### src/rtl/jtag_dbg_chain_mux_if.sv
// Debug-chain link between the TAP side and the module multiplexer.
// The mux consumes the TAP decodes and fans the serial link out to NMOD modules.
interface jtag_dbg_chain_mux_if #(
  parameter int NMOD = 4,
  parameter int MODW = 2
);
  logic            tap_TestLogicReset;
  logic            tap_CaptureDR;
  logic            tap_ShiftDR;
  logic            tap_PauseDR;
  logic            tap_UpdateDR;
  logic            dbg_sel;
  logic            dbg_tdi;
  logic            dbg_tdo;
  logic [NMOD-1:0] mod_sel;
  logic            mod_tdi;
  logic [NMOD-1:0] mod_tdo;
  logic            mod_capture_dr;
  logic            mod_shift_dr;
  logic            mod_update_dr;

  modport master (
    output tap_TestLogicReset, tap_CaptureDR, tap_ShiftDR, tap_PauseDR, tap_UpdateDR,
    output dbg_sel, dbg_tdi, mod_tdo,
    input  dbg_tdo, mod_sel, mod_tdi, mod_capture_dr, mod_shift_dr, mod_update_dr
  );

  modport slave (
    input  tap_TestLogicReset, tap_CaptureDR, tap_ShiftDR, tap_PauseDR, tap_UpdateDR,
    input  dbg_sel, dbg_tdi, mod_tdo,
    output dbg_tdo, mod_sel, mod_tdi, mod_capture_dr, mod_shift_dr, mod_update_dr
  );
endinterface

### src/rtl/jtag_dbg_chain_mux.sv
// Shares the DEBUG-instruction serial link between NMOD debug modules. A header bit
// per DR scan either loads a new module ID (1) or routes the rest of the scan (0).
module jtag_dbg_chain_mux #(
  parameter int NMOD = 4,
  parameter int MODW = 2
) (
  input  logic                 jtag_tck,
  input  logic                 jtag_trstn,
  jtag_dbg_chain_mux_if.slave  bus
);
  localparam int              CW       = $clog2(MODW + 1);
  localparam logic [CW-1:0]   CNT_FULL = CW'(MODW);
  localparam logic [MODW:0]   ID_LIMIT = (MODW + 1)'(NMOD);

  typedef enum logic [1:0] {IDLE, HDR, SELECT, ROUTE} phase_e;

  phase_e          r_phase,     w_phase_nxt;
  logic [CW-1:0]   r_cnt,       w_cnt_nxt;
  logic [MODW-1:0] r_id_sr,     w_id_sr_nxt;
  logic [MODW-1:0] r_active_id, w_active_id_nxt;
  logic            r_valid,     w_valid_nxt;
  logic [MODW:0]   w_id_shift;
  logic            w_shift;
  logic            w_route;

  // TAP decodes are mutually exclusive; masking with PauseDR makes the hold explicit.
  assign w_shift    = bus.tap_ShiftDR & ~bus.tap_PauseDR;
  assign w_id_shift = {bus.dbg_tdi, r_id_sr};

  // NOTE: state registers use non-blocking assignments so every flop samples pre-edge values.
  always_ff @(posedge jtag_tck or negedge jtag_trstn) begin
    if (!jtag_trstn) begin
      r_phase     <= IDLE;
      r_cnt       <= '0;
      r_id_sr     <= '0;
      r_active_id <= '0;
      r_valid     <= 1'b0;
    end else begin
      r_phase     <= w_phase_nxt;
      r_cnt       <= w_cnt_nxt;
      r_id_sr     <= w_id_sr_nxt;
      r_active_id <= w_active_id_nxt;
      r_valid     <= w_valid_nxt;
    end
  end

  // NOTE: every next-state value is defaulted to "hold" first so no latch can be inferred.
  always_comb begin
    w_phase_nxt     = r_phase;
    w_cnt_nxt       = r_cnt;
    w_id_sr_nxt     = r_id_sr;
    w_active_id_nxt = r_active_id;
    w_valid_nxt     = r_valid;

    if (bus.tap_TestLogicReset) begin
      w_phase_nxt     = IDLE;
      w_cnt_nxt       = '0;
      w_id_sr_nxt     = '0;
      w_active_id_nxt = '0;
      w_valid_nxt     = 1'b0;
    end else if (bus.tap_UpdateDR) begin
      w_phase_nxt = IDLE;
      // Only a complete select scan re-targets; a short one leaves the selection alone.
      if (bus.dbg_sel && (r_phase == SELECT) && (r_cnt == CNT_FULL)) begin
        if ({1'b0, r_id_sr} < ID_LIMIT) begin
          w_active_id_nxt = r_id_sr;
          w_valid_nxt     = 1'b1;
        end else begin
          w_valid_nxt     = 1'b0;
        end
      end
    end else if (bus.tap_CaptureDR) begin
      if (bus.dbg_sel) begin
        w_phase_nxt = HDR;
        w_cnt_nxt   = '0;
      end else begin
        w_phase_nxt = IDLE;
      end
    end else if (w_shift && bus.dbg_sel) begin
      unique case (r_phase)
        HDR:     w_phase_nxt = bus.dbg_tdi ? SELECT : ROUTE;
        SELECT: begin
          if (r_cnt < CNT_FULL) begin
            w_id_sr_nxt = w_id_shift[MODW:1];
            w_cnt_nxt   = r_cnt + 1'b1;
          end
        end
        default: ;
      endcase
    end
  end

  always_comb begin
    bus.mod_sel = '0;
    bus.dbg_tdo = 1'b0;
    for (int i = 0; i < NMOD; i++) begin
      if (r_valid && (r_active_id == MODW'(i))) begin
        bus.mod_sel[i] = 1'b1;
        bus.dbg_tdo    = bus.mod_tdo[i];
      end
    end
  end

  assign w_route            = bus.dbg_sel & r_valid & (r_phase == ROUTE);
  assign bus.mod_tdi        = bus.dbg_tdi;
  assign bus.mod_capture_dr = bus.dbg_sel & r_valid & bus.tap_CaptureDR;
  assign bus.mod_shift_dr   = w_route & w_shift;
  assign bus.mod_update_dr  = w_route & bus.tap_UpdateDR;
endmodule

### src/flat_wrapper.sv
// flat-port wrapper written by rule: the top's interface ports become plain ports
module jtag_dbg_chain_mux_flat 
#(
  parameter int NMOD = 4,
  parameter int MODW = 2
)
  (jtag_tck, jtag_trstn, bus_tap_TestLogicReset, bus_tap_CaptureDR, bus_tap_ShiftDR, bus_tap_PauseDR, bus_tap_UpdateDR, bus_dbg_sel, bus_dbg_tdi, bus_mod_tdo, bus_dbg_tdo, bus_mod_sel, bus_mod_tdi, bus_mod_capture_dr, bus_mod_shift_dr, bus_mod_update_dr);
  jtag_dbg_chain_mux_if #(.NMOD(NMOD), .MODW(MODW)) bus_i ();
  input  logic jtag_tck;
  input  logic jtag_trstn;
  input wire logic [$bits(bus_i.tap_TestLogicReset)-1:0] bus_tap_TestLogicReset;
  input wire logic [$bits(bus_i.tap_CaptureDR)-1:0] bus_tap_CaptureDR;
  input wire logic [$bits(bus_i.tap_ShiftDR)-1:0] bus_tap_ShiftDR;
  input wire logic [$bits(bus_i.tap_PauseDR)-1:0] bus_tap_PauseDR;
  input wire logic [$bits(bus_i.tap_UpdateDR)-1:0] bus_tap_UpdateDR;
  input wire logic [$bits(bus_i.dbg_sel)-1:0] bus_dbg_sel;
  input wire logic [$bits(bus_i.dbg_tdi)-1:0] bus_dbg_tdi;
  input wire logic [$bits(bus_i.mod_tdo)-1:0] bus_mod_tdo;
  output wire logic [$bits(bus_i.dbg_tdo)-1:0] bus_dbg_tdo;
  output wire logic [$bits(bus_i.mod_sel)-1:0] bus_mod_sel;
  output wire logic [$bits(bus_i.mod_tdi)-1:0] bus_mod_tdi;
  output wire logic [$bits(bus_i.mod_capture_dr)-1:0] bus_mod_capture_dr;
  output wire logic [$bits(bus_i.mod_shift_dr)-1:0] bus_mod_shift_dr;
  output wire logic [$bits(bus_i.mod_update_dr)-1:0] bus_mod_update_dr;
  assign bus_i.tap_TestLogicReset = bus_tap_TestLogicReset;
  assign bus_i.tap_CaptureDR = bus_tap_CaptureDR;
  assign bus_i.tap_ShiftDR = bus_tap_ShiftDR;
  assign bus_i.tap_PauseDR = bus_tap_PauseDR;
  assign bus_i.tap_UpdateDR = bus_tap_UpdateDR;
  assign bus_i.dbg_sel = bus_dbg_sel;
  assign bus_i.dbg_tdi = bus_dbg_tdi;
  assign bus_i.mod_tdo = bus_mod_tdo;
  assign bus_dbg_tdo = bus_i.dbg_tdo;
  assign bus_mod_sel = bus_i.mod_sel;
  assign bus_mod_tdi = bus_i.mod_tdi;
  assign bus_mod_capture_dr = bus_i.mod_capture_dr;
  assign bus_mod_shift_dr = bus_i.mod_shift_dr;
  assign bus_mod_update_dr = bus_i.mod_update_dr;
  jtag_dbg_chain_mux #(.NMOD(NMOD), .MODW(MODW)) u_core (.jtag_tck(jtag_tck), .jtag_trstn(jtag_trstn), .bus(bus_i));
endmodule
### config.mk
export PLATFORM = sky130hd
export DESIGN_NAME = jtag_dbg_chain_mux_flat
export DESIGN_NICKNAME = d
export VERILOG_FILES = /design/src/rtl/jtag_dbg_chain_mux_if.sv /design/src/rtl/jtag_dbg_chain_mux.sv /design/src/flat_wrapper.sv
export SDC_FILE = /design/constraint.sdc
export NUM_CORES = 1
export LEC_CHECK = 0
export CAP_MARGIN = 10
export CORE_MARGIN = 2
export CORE_UTILIZATION = 30
export DETAILED_ROUTE_END_ITERATION = 16
export GPL_ROUTABILITY_DRIVEN = 0
export SYNTH_ARGS = -nofsm -noshare
export SYNTH_HDL_FRONTEND = slang
export SYNTH_SLANG_ARGS = --single-unit
### constraint.sdc
create_clock -name jtag_tck -period 4.3 [get_ports jtag_tck]
set_clock_uncertainty 0.15 [all_clocks]
set_input_delay 0.86 -clock jtag_tck [delete_from_list [all_inputs] [get_ports jtag_tck]]
set_output_delay 0.86 -clock jtag_tck [all_outputs]
set_load 0.02 [all_outputs]
======== Yosys cells after proc, flatten, opt, wreduce, memory -nomap -nowiden ========
Index checks and enable logic that the tools add are counted.
word-level totals
  register bits after elaboration ......... 9
  bits of input ports ..................... 13
  output and inout bits ................... 9
  word-level logic and storage cells ...... 80
operators by class
  $add $sub $neg .......................... 1
  magnitude comparators ................... 1
  eq/ne operators ......................... 10
  multiplexer cells ....................... 34
  bitwise operators ....................... 7
  reductions and logical operators ........ 22
operators by type and width
  cell                   number
  $mux W2                21
  $mux W1                13
  $eq A2 B2 Y1 const B   5
  $reduce_and A5 Y1      2
  $reduce_bool A2 Y1     5
  $reduce_bool A3 Y1     3
  $reduce_bool A4 Y1     2
  $logic_and A1 B1 Y1    7
  $and A1 B1 Y1          6
  $eq A2 B1 Y1 const B   2
  $ne A2 B2 Y1 const B   2
  $reduce_and A2 Y1      2
  $ne A3 B2 Y1 const B   1
  $add A2 B1 Y2 const B  1
  $logic_not A2 Y1       1
  $lt A2 B2 Y1 const B   1
  $not A1 Y1             1

======== Depth between registers and ports, before layout ========
Gate-level depths: netlist of run 1.
  depth after elaboration ................. 7
  gate-level depth with buffers ........... 5
  gate-level depth less buffers ........... 5

======== Least setup slack after synthesis of run 1 ========
OpenSTA, ideal clock, no wires.
  path kind ............................... in2out
  from .................................... in bus_tap_PauseDR
  to ...................................... out bus_mod_shift_dr
  arrival ................................. 1.541 ns
  required time ........................... 3.290 ns
  path slack .............................. 1.749 ns
  cell stages on the path ................. 3
  cells stage by stage .................... and2b_4 -> and3_2 -> and3_1
between the ends
  longest elaborated chain between the ends .. 3
ends and longest elaborated chain
  item           RTL line                   text
  from (decl)    flat_wrapper.sv:14         input wire logic [$bits(bus_i.tap_PauseDR)-1:0] bus_tap_PauseDR;
  $not A1 Y1     jtag_dbg_chain_mux.sv:27   assign w_shift = bus.tap_ShiftDR & ~bus.tap_PauseDR;
  $and A1 B1 Y1  jtag_dbg_chain_mux.sv:27
  $and A1 B1 Y1  jtag_dbg_chain_mux.sv:107  assign bus.mod_shift_dr = w_route & w_shift;
  to (decl)      flat_wrapper.sv:23         output wire logic [$bits(bus_i.mod_shift_dr)-1:0] bus_mod_shift_dr;
No other way between the ends.

======== Worst setup path in the final report of run 1 ========
Same ends and word-level chain as after synthesis.

==> reports/metrics.yaml, run 1 <==
status: "finished clean"
seq_area_um2: 225.2
dieArea_um2: 2285
wl_um: 1253
max_slew_margin_pct: 72.52
nets: 98
cts_buffers: 3
min_delay_path_depth: 2
yosys-top-cells-area: "dfrtp_1, mux2i_1, nor2_1"
r2r_start: "u_core.r_phase[0]"
dr.first_iter.drc_count: 4
tightest_slew_ns: 0.4109
syn_to_final_growth_pct: 43.91
ff2ff_setup_slack_ns: 2.75
place_inst: 104
ioPinCount: 22
post-route-cell-area_um2: 828.3
worstSetupStartpointType: "input pin"
rows: 15
core_um2: 1764
vias: 507
drt-vias-per-instance: 4.694
cts_resized: 0
die_h_um: 47.80
endpoint_kind: "output port"
maxCapViolations: 0
drc_errors: 0
period_minus_slack_ns: 3.448
grt_pass1_wl_um: 1925
fmax_mhz: 290.0
hold_start: "u_core.r_id_sr[0]"
portBuffers: 21
place_area_um2: 802.0
min_to: "u_core.r_id_sr[0]"
insertion_delay_ns: 0.26
post_drt_wl_per_cell_um: 11.60
antenna_found_initial: 0
ys_types: 30
cellLeakagePower_uw: 0.0003594
rsz0062_at_grt: "false"
synth_area_leader_cell: "dfrtp_1"
yosys_warnings: 0
first_pass_iters: 3
start_util_pct: 32.62
syn_nets: 74
place_hpwl_um: 1003
synth_cells: 60
cts.sinks: 9
grt.overflow.total: 0
arrival_ns: 2.44
holdWs_ns: 0.3716
root_buffer: "clkbuf_4"
htreeDepth: 1
worstSetupPathType: "input pin to output port"
drv_slew: 0
clkTransAtPathRegs_ns: 0.06
nFillCells: 186
worstPathRequired_ns: 3.29
finalCritPeriodShare_pct: 80.19
synth-main-ff-cell: "dfrtp_1"
power_density_nw_per_um2: 215.0
synth.avg_cell_area_um2: 9.593
hold_path_class: "register to register"
final_cells: 108
first_global_vias: 433
setup-violations-final: 0
grt_max_degree: 11
setup_tns_ns: 0
hold_violations: 0
antenna-diode-count: 0
drive_gt1_share_pct: 14.46
die_x_um: 47.80
crit_fanout: 4
worst_r2r_endpoint: "u_core.r_cnt[1]"
multi_input_area_um2: 320.3
synth_seq_cells: 9
place_ws_ns: 0.8475
ir_drop_uv: 138.1
netlist_area_um2: 575.6
track_usage_pct: 12.68
yosysSeqAreaShare_pct: 39.13
post_cts_buffers: 0
holdBufCountCts: 0
async_flop_share_pct: 100.0
clk_path_buf_depth: 2
yosysMostFrequentCell: "dfrtp_1"
synth_common_cells: "dfrtp_1, nor2_1, and3_1, inv_1, mux2i_1"
layout_setup_ws_ns: 0.8519
synth_enable_flop_cells: 0
detail-route-antenna-nets: 0
cts_tree: "yes"
reg2regPathDepth: 4
synth.top_cell.area_share_pct: 39.13
-- state kept, by name, indices dropped and copies added (netlist names) --
register	count
u_core.r_active_id	2
u_core.r_cnt	2
u_core.r_id_sr	2
u_core.r_phase	2
u_core.r_valid	1
-- worst max path at each step --
stage               startpoint               end  slack [ns]  depth (start not counted)
6_report       bus_tap_PauseDR  bus_mod_shift_dr        0.85                          5
5_1_grt        bus_tap_PauseDR  bus_mod_shift_dr        0.79                          5
4_1_cts        bus_tap_PauseDR  bus_mod_shift_dr        0.84                          5
3_5_place_dp   bus_tap_PauseDR  bus_mod_shift_dr        0.85                          5
3_3_place_gp   bus_tap_PauseDR  bus_mod_shift_dr        0.85                          5
2_1_floorplan  bus_tap_PauseDR  bus_mod_shift_dr        1.75                          3
-- stage by stage --
step	total power, uW	utilization [%]
2_1_floorplan	97.45	-
3_3_place_gp	113.4	45.46
3_5_place_dp	113.5	45.46
4_1_cts	180.5	46.95
5_1_grt	186.9	46.95
6_report	178.1	46.95
-- kinds of logic (layout without fill, tap and decap cells) --
logic type,after synthesis,count (layout),share of synthesized area (%)
adder cells (fa/ha/maj),1,1,2.174
multiplexers,5,5,10.87
AND/OR/NAND/NOR,32,32,33.48
flip-flops,9,9,39.13
AO/OA/AOI/OAI,7,7,9.130
buffers and inverters,6,29,5.216
-- power by group --
group          internal [uW]  switching, uW  leakage, uW
clock network           35.8           30.7    0.0000150
logic                   14.3           10.7     0.000220
registers               85.4           1.18     0.000125
total                    136           42.6     0.000359
-- layout make-up --
cell class	count	share of cell area, %
Multi-Input combinational cell	45	38.67
Sequential cell	9	27.19
Timing Repair Buffer	21	25.38
Tap cell	25	3.776
Clock buffer	4	3.172
Inverter	4	1.813
-- critical path, cell delays in order --
cell and delay, ns:
clkdlybuf4s50_1 0.39, and2b_4 0.26, and3_2 0.18, and3_1 0.15, clkdlybuf4s50_1 0.60
-- layer usage --
layer  up-vias  GRT usage, %  routed length [um]
li1        260             -                   -
met1       222         15.65                 556
met2        21         19.47                 564
met3         4         3.396                 106
met4         0         8.108                  25
met5         -             0                   0
-- layout by cell type, fill, tap and decap left out, types with 3 or more instances in the layout --
master / n
and3_1: 4
clkbuf_4: 3
nor2_1: 8
clkdlybuf4s50_1: 21
dfrtp_1: 9
inv_1: 4
mux2i_1: 4
(Power assumes the default switching activity.)
==> run 2, diff against run 1 <==
==> constraint.sdc (replaced) <==
create_clock -name jtag_tck -period 2.8 [get_ports jtag_tck]
set_clock_uncertainty 0.15 [all_clocks]
set_input_delay 0.56 -clock jtag_tck [delete_from_list [all_inputs] [get_ports jtag_tck]]
set_output_delay 0.56 -clock jtag_tck [all_outputs]
set_load 0.02 [all_outputs]
==> run 2 against run 1 <==
Effect of this change: routed wire length up 4.3%; clock power up 53%; first-iteration DRC count up 25%; combinational power up 77%; critical path type unchanged; worst hold slack better by 0.0018 ns; via count up 7.5%; largest power group unchanged; critical path depth down 1; sequential power up 54%.
==> reports/metrics.yaml, run 2 (same netlist as run 1, synthesis figures left out) <==
status: "finished clean"
max_stage_delay_ns: 0.59
ff2ff_setup_slack_ns: 1.25
ioPinCount: 22
nets: 103
drt-vias-per-instance: 4.823
syn_to_final_growth_pct: 50.43
switching_share_pct: 23.95
worstSetupStartpointType: "input pin"
cts_resized: 2
r2r_start: "u_core.r_phase[0]"
portBuffers: 21
post_cts_buffers: 0
layout_commonest_cell: "clkdlybuf4s50_1"
pwr-share-clk_pct: 36.5
cp.depth: 4
vias: 545
dr.first_iter.drc_count: 5
cpMostUsedCell: "clkdlybuf4s50_1"
core_um2: 1764
clkTransAtPathRegs_ns: 0.06
dieArea_um2: 2285
period_minus_slack_ns: 2.689
drive_gt1_share_pct: 19.32
p_sw_uw: 66.87
arrival_ns: 1.98
detail-route-antenna-nets: 0
worstPathRequired_ns: 2.09
cp_cell_sequence: "clkdlybuf4s50_1, buf_4, and3_2, clkdlybuf4s50_1"
seq_power_share_pct: 47.7
antenna_found_initial: 0
cellLeakagePower_uw: 0.0004123
die_x_um: 47.80
grt_max_degree: 11
drc_errors: 0
power_density_nw_per_um2: 322.5
first_global_vias: 517
endpoint_kind: "output port"
grt.overflow.total: 0
slowest_stage: "clkdlybuf4s50_1"
reg2regPathDepth: 4
final_cells: 113
drv_slew: 0
wl_um: 1307
hold_path_class: "register to register"
grt_pass1_wl_um: 2263
finalCritPeriodShare_pct: 96.05
die_h_um: 47.80
min_delay_path_depth: 2
max_slew_margin_pct: 72.46
holdBufCountCts: 0
cts_buffers: 3
p_int_uw: 212.4
layout_setup_ws_ns: 0.1107
hold_start: "u_core.r_id_sr[0]"
path_buf_inv: 3
fmax_mhz: 371.8
start_util_pct: 32.62
worstSetupPathType: "input pin to output port"
ir_drop_uv: 201.3
place_ws_ns: -0.03149
setup_tns_ns: 0
maxCapViolations: 0
cpLargestDelayFamily: "buffers and inverters"
post_drt_wl_per_cell_um: 11.57
final_cell_mix: "clkdlybuf4s50_1, dfrtp_1, nor2_1, buf_4"
antenna-diode-count: 0
htreeDepth: 1
crit_fanout: 4
place_hpwl_um: 1055
cts_tree: "yes"
clk_path_buf_depth: 2
place_inst: 109
insertion_delay_ns: 0.26
cp-startpoint: "bus_dbg_sel"
tightest_slew_ns: 0.4118
setup-violations-final: 0
root_buffer: "clkbuf_4"
totalPowerFinal_uw: 279.3
hold_violations: 0
rows: 15
cts.sinks: 9
rsz0062_at_grt: "false"
track_usage_pct: 14.20
comb_power_share_pct: 15.8
first_pass_iters: 4
==> run 2: cell types whose count changed in the layout (fill, tap and decap cells not counted), sizes merged <==
cell / change
dlymetal6s2s: +1
buf: +5
dlygate4sd2: +2
clkdlybuf4s50: -3
==> run 2: power groups by stage <==
stage	sequential, uW	clock [uW]	combinational, uW
detailed placement	135	0	44.3
global placement	136	0	44.1
global route	133	111	48.8
CTS	133	105	44.4
floorplan	135	0	14.7
finish	133	102	44.2
==> run 2: worst paths after layout <==
check | endpoint
worst max-delay path | bus_mod_capture_dr
worst min-delay path | u_core.r_active_id[0]
worst max register to register | u_core.r_cnt[1]
worst min register to register | u_core.r_active_id[0]
max in group asynchronous | u_core.r_active_id[1]
min in group asynchronous | u_core.r_cnt[1]
==> run 2: layer usage <==
layer / GRT usage (%) / routed length [um] / vias to the layer above
met4: 6.486 / 15 / 0
met2: 22.67 / 578 / 24
met5: 0 / 0 / -
li1: - / - / 271
met1: 18.33 / 605 / 248
met3: 3.019 / 107 / 2
==> run 2: layout make-up <==
type                    count  area [um^2]
clock buffers               4        26.28
repair buffers             26        247.7
fillers                   186        898.4
inverters                   4        15.01
flip-flops and latches      9        225.2
multi-input cells          45        320.3
well taps                  25        31.28
==> run 2: metrics by stage <==
stage	util, %	cell area (um^2)	hold slack [ns]
after global routing	49.08	865.8	0.3937
after floorplan	-	575.6	0.1144
after detailed placement	47.59	839.6	0.3645
after global placement	47.59	839.6	0.3643
after CTS	48.94	863.3	0.3792
final	49.08	865.8	0.3734
==> run 2: worst reg2reg max path, delay by kind of cell (launching register included) <==
kind,cells,cell delay [ns]
AND/OR/NAND/NOR,3,0.65
flip-flops,1,0.44
AO/OA/AOI/OAI,1,0.22
==> run 3, diff against run 2 <==
--- a/config.mk
+++ b/config.mk
@@ -10,6 +10,7 @@
 export CORE_UTILIZATION = 30
 export DETAILED_ROUTE_END_ITERATION = 16
 export GPL_ROUTABILITY_DRIVEN = 0
+export MAX_ROUTING_LAYER = met4
 export SYNTH_ARGS = -nofsm -noshare
 export SYNTH_HDL_FRONTEND = slang
 export SYNTH_SLANG_ARGS = --single-unit
==> run 3 against run 2 <==
Effect of this change: register-to-register slack barely moved; final cell count is the same; power hardly changed; first-iteration DRC count unchanged; worst hold slack barely moved; non-clock buffer count unchanged; core utilization is the same; sequential cell count stayed put; cell area unchanged; sequential power barely moved; count of clock-buffer cells in the layout unchanged; largest cell class unchanged; largest power group unchanged; highest routed layer unchanged.
==> reports/metrics.yaml, run 3 (same netlist as run 1, synthesis figures left out) <==
status: "finished clean"
antenna-diode-count: 0
maxCapViolations: 0
busiest_layer: "met2"
drt-vias-per-instance: 4.823
tightest_slew_ns: 0.4117
nets: 103
setup-violations-final: 0
rows: 15
clkTransAtPathRegs_ns: 0.06
vias: 545
cellLeakagePower_uw: 0.0004123
cts_resized: 2
cp_cell_sequence: "clkdlybuf4s50_1, buf_4, and3_2, clkdlybuf4s50_1"
core_um2: 1764
layout_commonest_cell: "clkdlybuf4s50_1"
rsz0062_at_grt: "false"
drv_slew: 0
grt.overflow.total: 0
max_slew_margin_pct: 72.47
cts_tree: "yes"
arrival_ns: 1.98
track_usage_pct: 14.65
post_cts_buffers: 0
met3_usage_pct: 2.642
dieArea_um2: 2285
ir_drop_uv: 201.6
dr.first_iter.drc_count: 5
fmax_mhz: 371.8
finalCritPeriodShare_pct: 96.05
max_stage_delay_ns: 0.59
met1_usage_pct: 18.56
clk_path_buf_depth: 2
hold_violations: 0
htreeDepth: 1
cpLargestDelayFamily: "buffers and inverters"
portBuffers: 21
first_pass_iters: 4
first_global_vias: 517
drive_gt1_share_pct: 19.32
holdWs_ns: 0.3734
cts.sinks: 9
post-route-cell-area_um2: 865.8
insertion_delay_ns: 0.26
antenna_found_initial: 0
totalPowerFinal_uw: 279.3
grt_max_degree: 11
holdBufCountCts: 0
endpoint_kind: "output port"
grt_pass1_wl_um: 2263
ioPinCount: 22
detail-route-antenna-nets: 0
crit_fanout: 4
cpMostUsedCell: "clkdlybuf4s50_1"
final_cell_mix: "clkdlybuf4s50_1, dfrtp_1, nor2_1, buf_4"
place_hpwl_um: 1055
start_util_pct: 32.62
slowest_stage: "clkdlybuf4s50_1"
hold_path_class: "register to register"
wl_um: 1307
syn_to_final_growth_pct: 50.43
worstSetupPathType: "input pin to output port"
place_area_um2: 839.6
cts_buffers: 3
drc_errors: 0
post_drt_wl_per_cell_um: 11.57
die_x_um: 47.80
period_minus_slack_ns: 2.689
path_buf_inv: 3
root_buffer: "clkbuf_4"
worstSetupStartpointType: "input pin"
utilization_pct: 49.08
met2_usage_pct: 22.67
worstPathRequired_ns: 2.09
power_density_nw_per_um2: 322.6
die_h_um: 47.80
## run 3: cell counts in the layout (fill, tap and decap cells not counted)
No cell type changed its count.
## run 3: power by group
group | switching, uW | internal, uW
Combinational | 17.9 | 26.3
Sequential | 1.97 | 131
Clock | 47.1 | 55.0
## run 3: area by class of cell
type                       instances  area (um^2)
sequential                         9        225.2
timing repair buffer              26        247.7
inverter                           4        15.01
tap                               25        31.28
fill                             186        898.4
multi-input combinational         45        320.3
clock buffer                       4        26.28
## run 3: metal layers
metal / up-vias / routed length, um
met1: 248 / 610
met5: - / 0
met4: 0 / 15
li1: 271 / -
met3: 2 / 103
met2: 24 / 578
## run 3: per-stage QoR
stage | setup slack [ns] | setup TNS (ns) | std cells
floorplan | 0.8486 | 0 | 60
global placement | -0.02366 | -0.04038 | 109
detailed placement | -0.03149 | -0.05666 | 109
CTS | 0.06289 | 0 | 113
global route | 0.05787 | 0 | 113
finish | 0.1107 | 0 | 113
## run 3: worst paths after layout
| path | cells past startpoint | slack (ns) | start | to |
|---|---|---|---|---|
| worst max-delay path | 4 | 0.11 | bus_dbg_sel | bus_mod_capture_dr |
| worst min-delay path | 2 | 0.37 | u_core.r_id_sr[0] | u_core.r_active_id[0] |
| worst max register to register | 4 | 1.25 | u_core.r_phase[0] | u_core.r_cnt[1] |
| worst min register to register | 2 | 0.37 | u_core.r_id_sr[0] | u_core.r_active_id[0] |
| max in group asynchronous | 1 | 1.76 | jtag_trstn | u_core.r_active_id[1] |
| min in group asynchronous | 1 | 0.45 | jtag_trstn | u_core.r_cnt[1] |
## run 3: worst register-to-register path, delay by kind of cell (launching register included)
| kind | cells | cell delay, ns |
|---|---|---|
| compound gates | 1 | 0.22 |
| flops | 1 | 0.44 |
| simple gates | 3 | 0.65 |
